===== config.mk =====
export PLATFORM = sky130hd
export DESIGN_NAME = tone_detector
export DESIGN_NICKNAME = d
export VERILOG_FILES = /design/src/rtl/piano_note_pkg.sv /design/src/rtl/tone_edge_sync.sv /design/src/rtl/tone_detector.sv
export SDC_FILE = /design/constraint.sdc
export NUM_CORES = 1
export LEC_CHECK = 0
export ABC_AREA = 1
export BUFFER_PORTS_ARGS = -buffer_cell sky130_fd_sc_hd__buf_2
export CAP_MARGIN = 5
export CELL_PAD_IN_SITES_DETAIL_PLACEMENT = 0
export CELL_PAD_IN_SITES_GLOBAL_PLACEMENT = 1
export CORE_MARGIN = 3
export CORE_UTILIZATION = 45
export CTS_CLUSTER_DIAMETER = 80
export DETAILED_ROUTE_END_ITERATION = 10
export PLACE_DENSITY = 0.82
export SLEW_MARGIN = 15
export SYNTH_ARGS = -nofsm -noshare
export SYNTH_HDL_FRONTEND = slang
export SYNTH_SLANG_ARGS = --single-unit
export TNS_END_PERCENT = 5

===== constraint.sdc =====
create_clock -name CLK -period 6 [get_ports CLK]
set_input_delay 0 -clock CLK [delete_from_list [all_inputs] [get_ports CLK]]
set_output_delay 0 -clock CLK [all_outputs]
set_load 0.05 [all_outputs]

===== src/rtl/piano_note_pkg.sv =====
// rtl/piano_note_pkg.sv - note encoding, classification windows and timing limits for tone_detector
package piano_note_pkg;

    typedef enum logic [1:0] {
        ST_IDLE    = 2'd0,
        ST_MEASURE = 2'd1,
        ST_LOCK    = 2'd2
    } fsm_state_t;

    localparam int HP_W = 19;

    localparam logic [3:0] NOTE_C4  = 4'd0;
    localparam logic [3:0] NOTE_D   = 4'd1;
    localparam logic [3:0] NOTE_E   = 4'd2;
    localparam logic [3:0] NOTE_F   = 4'd3;
    localparam logic [3:0] NOTE_G   = 4'd4;
    localparam logic [3:0] NOTE_A   = 4'd5;
    localparam logic [3:0] NOTE_B   = 4'd6;
    localparam logic [3:0] NOTE_C5  = 4'd7;
    localparam logic [3:0] NOTE_OOR = 4'd15;

    // Half-open windows LO <= half_period < HI, in CLK cycles at 100 MHz
    localparam logic [HP_W-1:0] C4_LO = 19'd180687;
    localparam logic [HP_W-1:0] C4_HI = 19'd196842;
    localparam logic [HP_W-1:0] D_LO  = 19'd160975;
    localparam logic [HP_W-1:0] D_HI  = 19'd180687;
    localparam logic [HP_W-1:0] E_LO  = 19'd147428;
    localparam logic [HP_W-1:0] E_HI  = 19'd160975;
    localparam logic [HP_W-1:0] F_LO  = 19'd135361;
    localparam logic [HP_W-1:0] F_HI  = 19'd147428;
    localparam logic [HP_W-1:0] G_LO  = 19'd120593;
    localparam logic [HP_W-1:0] G_HI  = 19'd135361;
    localparam logic [HP_W-1:0] A_LO  = 19'd107437;
    localparam logic [HP_W-1:0] A_HI  = 19'd120593;
    localparam logic [HP_W-1:0] B_LO  = 19'd98398;
    localparam logic [HP_W-1:0] B_HI  = 19'd107437;
    localparam logic [HP_W-1:0] C5_LO = 19'd92690;
    localparam logic [HP_W-1:0] C5_HI = 19'd98398;

    localparam logic [HP_W-1:0] TIMEOUT_CYCLES = 19'd524287;
    localparam logic [HP_W-1:0] GLITCH_CYCLES  = 19'd1024;
    localparam logic [2:0]      LOCK_MATCHES   = 3'd4;

    function automatic logic [3:0] classify_note(input logic [HP_W-1:0] hp);
        logic [3:0] cls;
        cls = NOTE_OOR;
        if      (hp >= C4_LO && hp < C4_HI) cls = NOTE_C4;
        else if (hp >= D_LO  && hp < D_HI)  cls = NOTE_D;
        else if (hp >= E_LO  && hp < E_HI)  cls = NOTE_E;
        else if (hp >= F_LO  && hp < F_HI)  cls = NOTE_F;
        else if (hp >= G_LO  && hp < G_HI)  cls = NOTE_G;
        else if (hp >= A_LO  && hp < A_HI)  cls = NOTE_A;
        else if (hp >= B_LO  && hp < B_HI)  cls = NOTE_B;
        else if (hp >= C5_LO && hp < C5_HI) cls = NOTE_C5;
        return cls;
    endfunction

endpackage


===== src/rtl/tone_edge_sync.sv =====
// rtl/tone_edge_sync.sv - two-flop synchronizer with registered both-edge detect on TONE_IN
module tone_edge_sync (
    input  logic CLK,
    input  logic RESET,
    input  logic TONE_IN,
    output logic EDGE
);

    logic sync1;
    logic sync2;
    logic sync3;

    // Synchronize, keep a third copy for edge compare, register the edge pulse
    always_ff @(posedge CLK) begin
        if (RESET) begin
            sync1 <= 1'b0;
            sync2 <= 1'b0;
            sync3 <= 1'b0;
            EDGE  <= 1'b0;
        end else begin
            sync1 <= TONE_IN;
            sync2 <= sync1;
            sync3 <= sync2;
            EDGE  <= sync2 ^ sync3;
        end
    end

endmodule


===== src/rtl/tone_detector.sv =====
// rtl/tone_detector.sv - half-period note classifier with lock FSM; TONE_GLITCH_FILTER_EN drops sub-1024-cycle edges
import piano_note_pkg::*;

module tone_detector (
    input  logic            CLK,
    input  logic            RESET,
    input  logic            TONE_IN,
    output logic            NOTE_VALID,
    output logic [3:0]      NOTE_IDX,
    output logic [HP_W-1:0] HALF_PERIOD,
    output logic            LOCKED
);

    fsm_state_t      state;
    fsm_state_t      state_n;
    logic [HP_W-1:0] cnt;
    logic [HP_W-1:0] cnt_n;
    logic [HP_W-1:0] hp_n;
    logic [2:0]      match;
    logic [2:0]      match_n;
    logic [3:0]      idx_n;
    logic [3:0]      meas_class;
    logic            valid_n;
    logic            locked_n;
    logic            edge_pulse;
    logic            accept;
    logic            same_class;

    tone_edge_sync u_edge_sync (
        .CLK     (CLK),
        .RESET   (RESET),
        .TONE_IN (TONE_IN),
        .EDGE    (edge_pulse)
    );

`ifdef TONE_GLITCH_FILTER_EN
    // The arming edge has no reference, so only later edges can be rejected as glitches
    assign accept = edge_pulse && ((state == ST_IDLE) || (cnt >= GLITCH_CYCLES));
`else
    assign accept = edge_pulse;
`endif

    assign meas_class = classify_note(cnt);
    assign same_class = (meas_class != NOTE_OOR) && (meas_class == NOTE_IDX);

    // Next-state, counter and output decode for each accepted edge or timeout
    always_comb begin
        state_n  = state;
        cnt_n    = cnt;
        match_n  = match;
        valid_n  = 1'b0;
        idx_n    = NOTE_IDX;
        hp_n     = HALF_PERIOD;
        locked_n = LOCKED;
        if (accept) begin
            cnt_n = {{(HP_W-1){1'b0}}, 1'b1};
            if (state == ST_IDLE) begin
                state_n = ST_MEASURE;
            end else begin
                valid_n = 1'b1;
                hp_n    = cnt;
                idx_n   = meas_class;
                if (meas_class == NOTE_OOR)
                    match_n = 3'd0;
                else if (same_class)
                    match_n = (match >= LOCK_MATCHES) ? LOCK_MATCHES : match + 3'd1;
                else
                    match_n = 3'd1;
                if (state == ST_LOCK && !same_class) begin
                    locked_n = 1'b0;
                    state_n  = ST_MEASURE;
                end else if (match_n == LOCK_MATCHES) begin
                    locked_n = 1'b1;
                    state_n  = ST_LOCK;
                end
            end
        end else if (state != ST_IDLE) begin
            if (cnt == TIMEOUT_CYCLES) begin
                state_n  = ST_IDLE;
                cnt_n    = '0;
                match_n  = 3'd0;
                idx_n    = NOTE_OOR;
                hp_n     = '0;
                locked_n = 1'b0;
            end else begin
                cnt_n = cnt + {{(HP_W-1){1'b0}}, 1'b1};
            end
        end
    end

    // State, counter and registered outputs
    always_ff @(posedge CLK) begin
        if (RESET) begin
            state       <= ST_IDLE;
            cnt         <= '0;
            match       <= 3'd0;
            NOTE_VALID  <= 1'b0;
            NOTE_IDX    <= NOTE_OOR;
            HALF_PERIOD <= '0;
            LOCKED      <= 1'b0;
        end else begin
            state       <= state_n;
            cnt         <= cnt_n;
            match       <= match_n;
            NOTE_VALID  <= valid_n;
            NOTE_IDX    <= idx_n;
            HALF_PERIOD <= hp_n;
            LOCKED      <= locked_n;
        end
    end

endmodule

==> results_dict.tcl <==
set metrics [dict create \
    drtPass1Iterations 5 \
    max_freq_ghz 0.3206 \
    cpMostUsedCell "inv_1" \
    port_buffers 27 \
    comb_power_share_pct 3.4 \
    avgViaCountPerCell 5.592 \
    ios 28 \
    dieArea_um2 8286 \
    dp_slack_ns 2.935 \
    fin_nets 544 \
    clock_latency_ns 0.32 \
    grt_pass1_vias 3089 \
    num_antenna_cells 0 \
    rsz0062_at_grt "false" \
    root_buffer "clkbuf_8" \
    path_cells "ha_1, nand3_1, nor3_1, inv_1, nor2_1, inv_1, nor3_2, nand4_1, nand2_1, inv_1, o21ai_0, a21oi_1" \
    wl_per_cell_um 15.93 \
    cts_inserted_buffers 5 \
    postSynthCellCount 518 \
    final_hold_viol_count 0 \
    post-route-period-util_pct 51.99 \
    yosysSeqAreaShare_pct 32.62 \
    intPower_mw 0.4501 \
    area_delta_synth_final_pct 8.346 \
    setup_viol 0 \
    cp_max_fo 22 \
    cap_violations 0 \
    p_clk_share_pct 36.1 \
    clock_skew_ns 0.01718 \
    powerDensity_nw_per_um2 167.0 \
    cts.repair.resized 0 \
    max_slew_margin_pct 49.02 \
    detail-route-antenna-nets 0 \
    tritoncts "yes" \
    synth_ff_type "dfxtp_1" \
    ys_top_cells_by_area "dfxtp_1, nand2_1, nor2_1" \
    p_sw_share_pct 23.53 \
    path_buf_inv 3 \
    clock-sinks 53 \
    synth_edf_count 0 \
    reg2reg_slack_ns 2.88 \
    critPathCaptureType "flop" \
    yosys-top-cells-count "nand2_1, nor2_1, nand3_1" \
    finalCriticalPeriod_ns 3.119 \
    tns_ns 0 \
    synth_most_common_cell "nand2_1" \
    grt_usage_pct 24.05 \
    async_reset_ff_share_pct 0 \
    antenna_found_initial 0 \
    die_h_um 91.03 \
    crit_path_top_delay_cell "dfxtp_1" \
    rows 30 \
    grt_pass1_wl_um 15890 \
    clock_path_buffers 2 \
    place_congestion 1.025 \
    dp_hpwl_um 7884 \
    worstPathArrival_ns 3.32 \
    yosysWarnings 0 \
    status "finished, final reports clean" \
    synth_cell_types 37 \
    initial_core_util_pct 47.10 \
    postSynthAreaPerCell_um2 6.280 \
    switchingPower_mw 0.1385 \
    drt_iter0_markers 391 \
    tightest_slew_ns 0.7601 \
    coreArea_um2 6907 \
    wl_um 10090 \
    synth_top_area_share_pct 32.62 \
    slew_violations 0 \
    critPathKind "flop to flop" \
    seqPwrFrac_pct 60.5 \
    grt_max_degree 29 \
    crit_family "simple AND/OR/NAND/NOR gates" \
    start_kind "flop" \
    max_stage_delay_ns 0.50 \
    drc_errors 0 \
    die_width_um 91.03 \
    ir_drop_uv 100.3 \
    min_path_type "input port to flop" \
    synth_largest_area_cell "dfxtp_1" \
    p_leak_nw 1.538 \
    syn_nets 525 \
    worst_ep_required_time_ns 6.20 \
    routed-via-count 3540 \
    drive_gt1_share_pct 13.04 \
    htreeDepth 2 \
    synth_area_um2 3253 \
    fin_ws_ns 2.881 \
    clkTransAtPathRegs_ns 0.09 \
    grt-ovfl-total 0 \
    ys_ff_latch 53 \
]
-- placed cells by master (no fill, tap or decap), types with 4 or more instances in the layout --
cell type | netlist | routed
a21oi_1 | 19 | 19
buf_2 | 9 | 27
clkbuf_8 | 0 | 6
dfxtp_1 | 53 | 53
ha_1 | 4 | 4
inv_1 | 49 | 49
inv_2 | 12 | 12
nand2_1 | 114 | 114
nand2_2 | 6 | 6
nand3_1 | 59 | 59
nand4_1 | 15 | 15
nor2_1 | 86 | 86
nor2_2 | 5 | 5
nor3_1 | 6 | 6
o21ai_0 | 34 | 34
o21ai_1 | 4 | 4
-- power groups by stage --
stage	sequential (mW)	combinational, mW	clock (mW)
floorplan	0.363	0.0135	0
global placement	0.364	0.0202	0
detailed placement	0.364	0.0197	0
CTS	0.356	0.0202	0.216
global route	0.356	0.0222	0.232
finish	0.356	0.0203	0.212
-- path summary, 6_finish.rpt --
check / start / endpoint / cells past startpoint
worst min register to register: u_edge_sync.sync1 / u_edge_sync.sync2 / 2
worst min-delay path: RESET / u_edge_sync.sync1 / 2
worst max-delay path: cnt[0] / LOCKED / 12
worst max register to register: cnt[0] / LOCKED / 12
-- per-layer routing --
| layer | share of wire (%) | GRT usage, % |
|---|---|---|
| met1 | 48 | 34.52 |
| met2 | 42 | 36.36 |
| met3 | 8.3 | 4.722 |
| met4 | 2.1 | 7.035 |
| met5 | 0 | 0 |
-- cell families (layout without fill, tap and decap cells) --
kind of cell	after synthesis	after routing	synth area share, %
AOI/OAI and AO/OA	66	66	10.92
xor gates and xnor gates	4	4	1.308
adders and majority gates	4	4	1.539
buffers and inverters	80	99	9.961
DFF	53	53	32.62
and+or+nand+nor	311	311	43.65
-- state kept, by name, indices dropped and copies added (netlist names) --
name	cells
HALF_PERIOD	19
LOCKED	1
NOTE_IDX	4
NOTE_VALID	1
cnt	19
match	3
state	2
u_edge_sync.EDGE	1
u_edge_sync.sync1	1
u_edge_sync.sync2	1
u_edge_sync.sync3	1
-- per-stage QoR --
stage          total power [mW]  area [um^2]  hold slack (ns)  std cells  utilization, %
2_1_floorplan            0.3769         3253           0.1070        518               -
3_3_place_gp             0.3842         3425           0.2017        625           49.58
3_5_place_dp             0.3838         3425           0.2095        625           49.58
4_1_cts                  0.5918         3525        0.0002981        633           51.03
5_1_grt                  0.6106         3525         0.003004        633           51.03
6_report                 0.5886         3525         0.009033        633           51.03
-- area by class of cell --
type / count / area, um^2
Inverter: 64 / 240.2
Multi-Input combinational cell: 385 / 1868
Timing Repair Buffer: 28 / 145.1
Sequential cell: 53 / 1061
Clock buffer: 6 / 82.58
Tap cell: 96 / 120.1
Fill cell: 770 / 3382
Clock inverter: 1 / 7.507
-- repair_timing --
item | 4_1_cts | 5_1_grt
endpoints found under the hold margin | 1 | 0
hold buffers | 1 | 0
setup buffers | 0 | 0
Power figures use the tool's default switching activity.
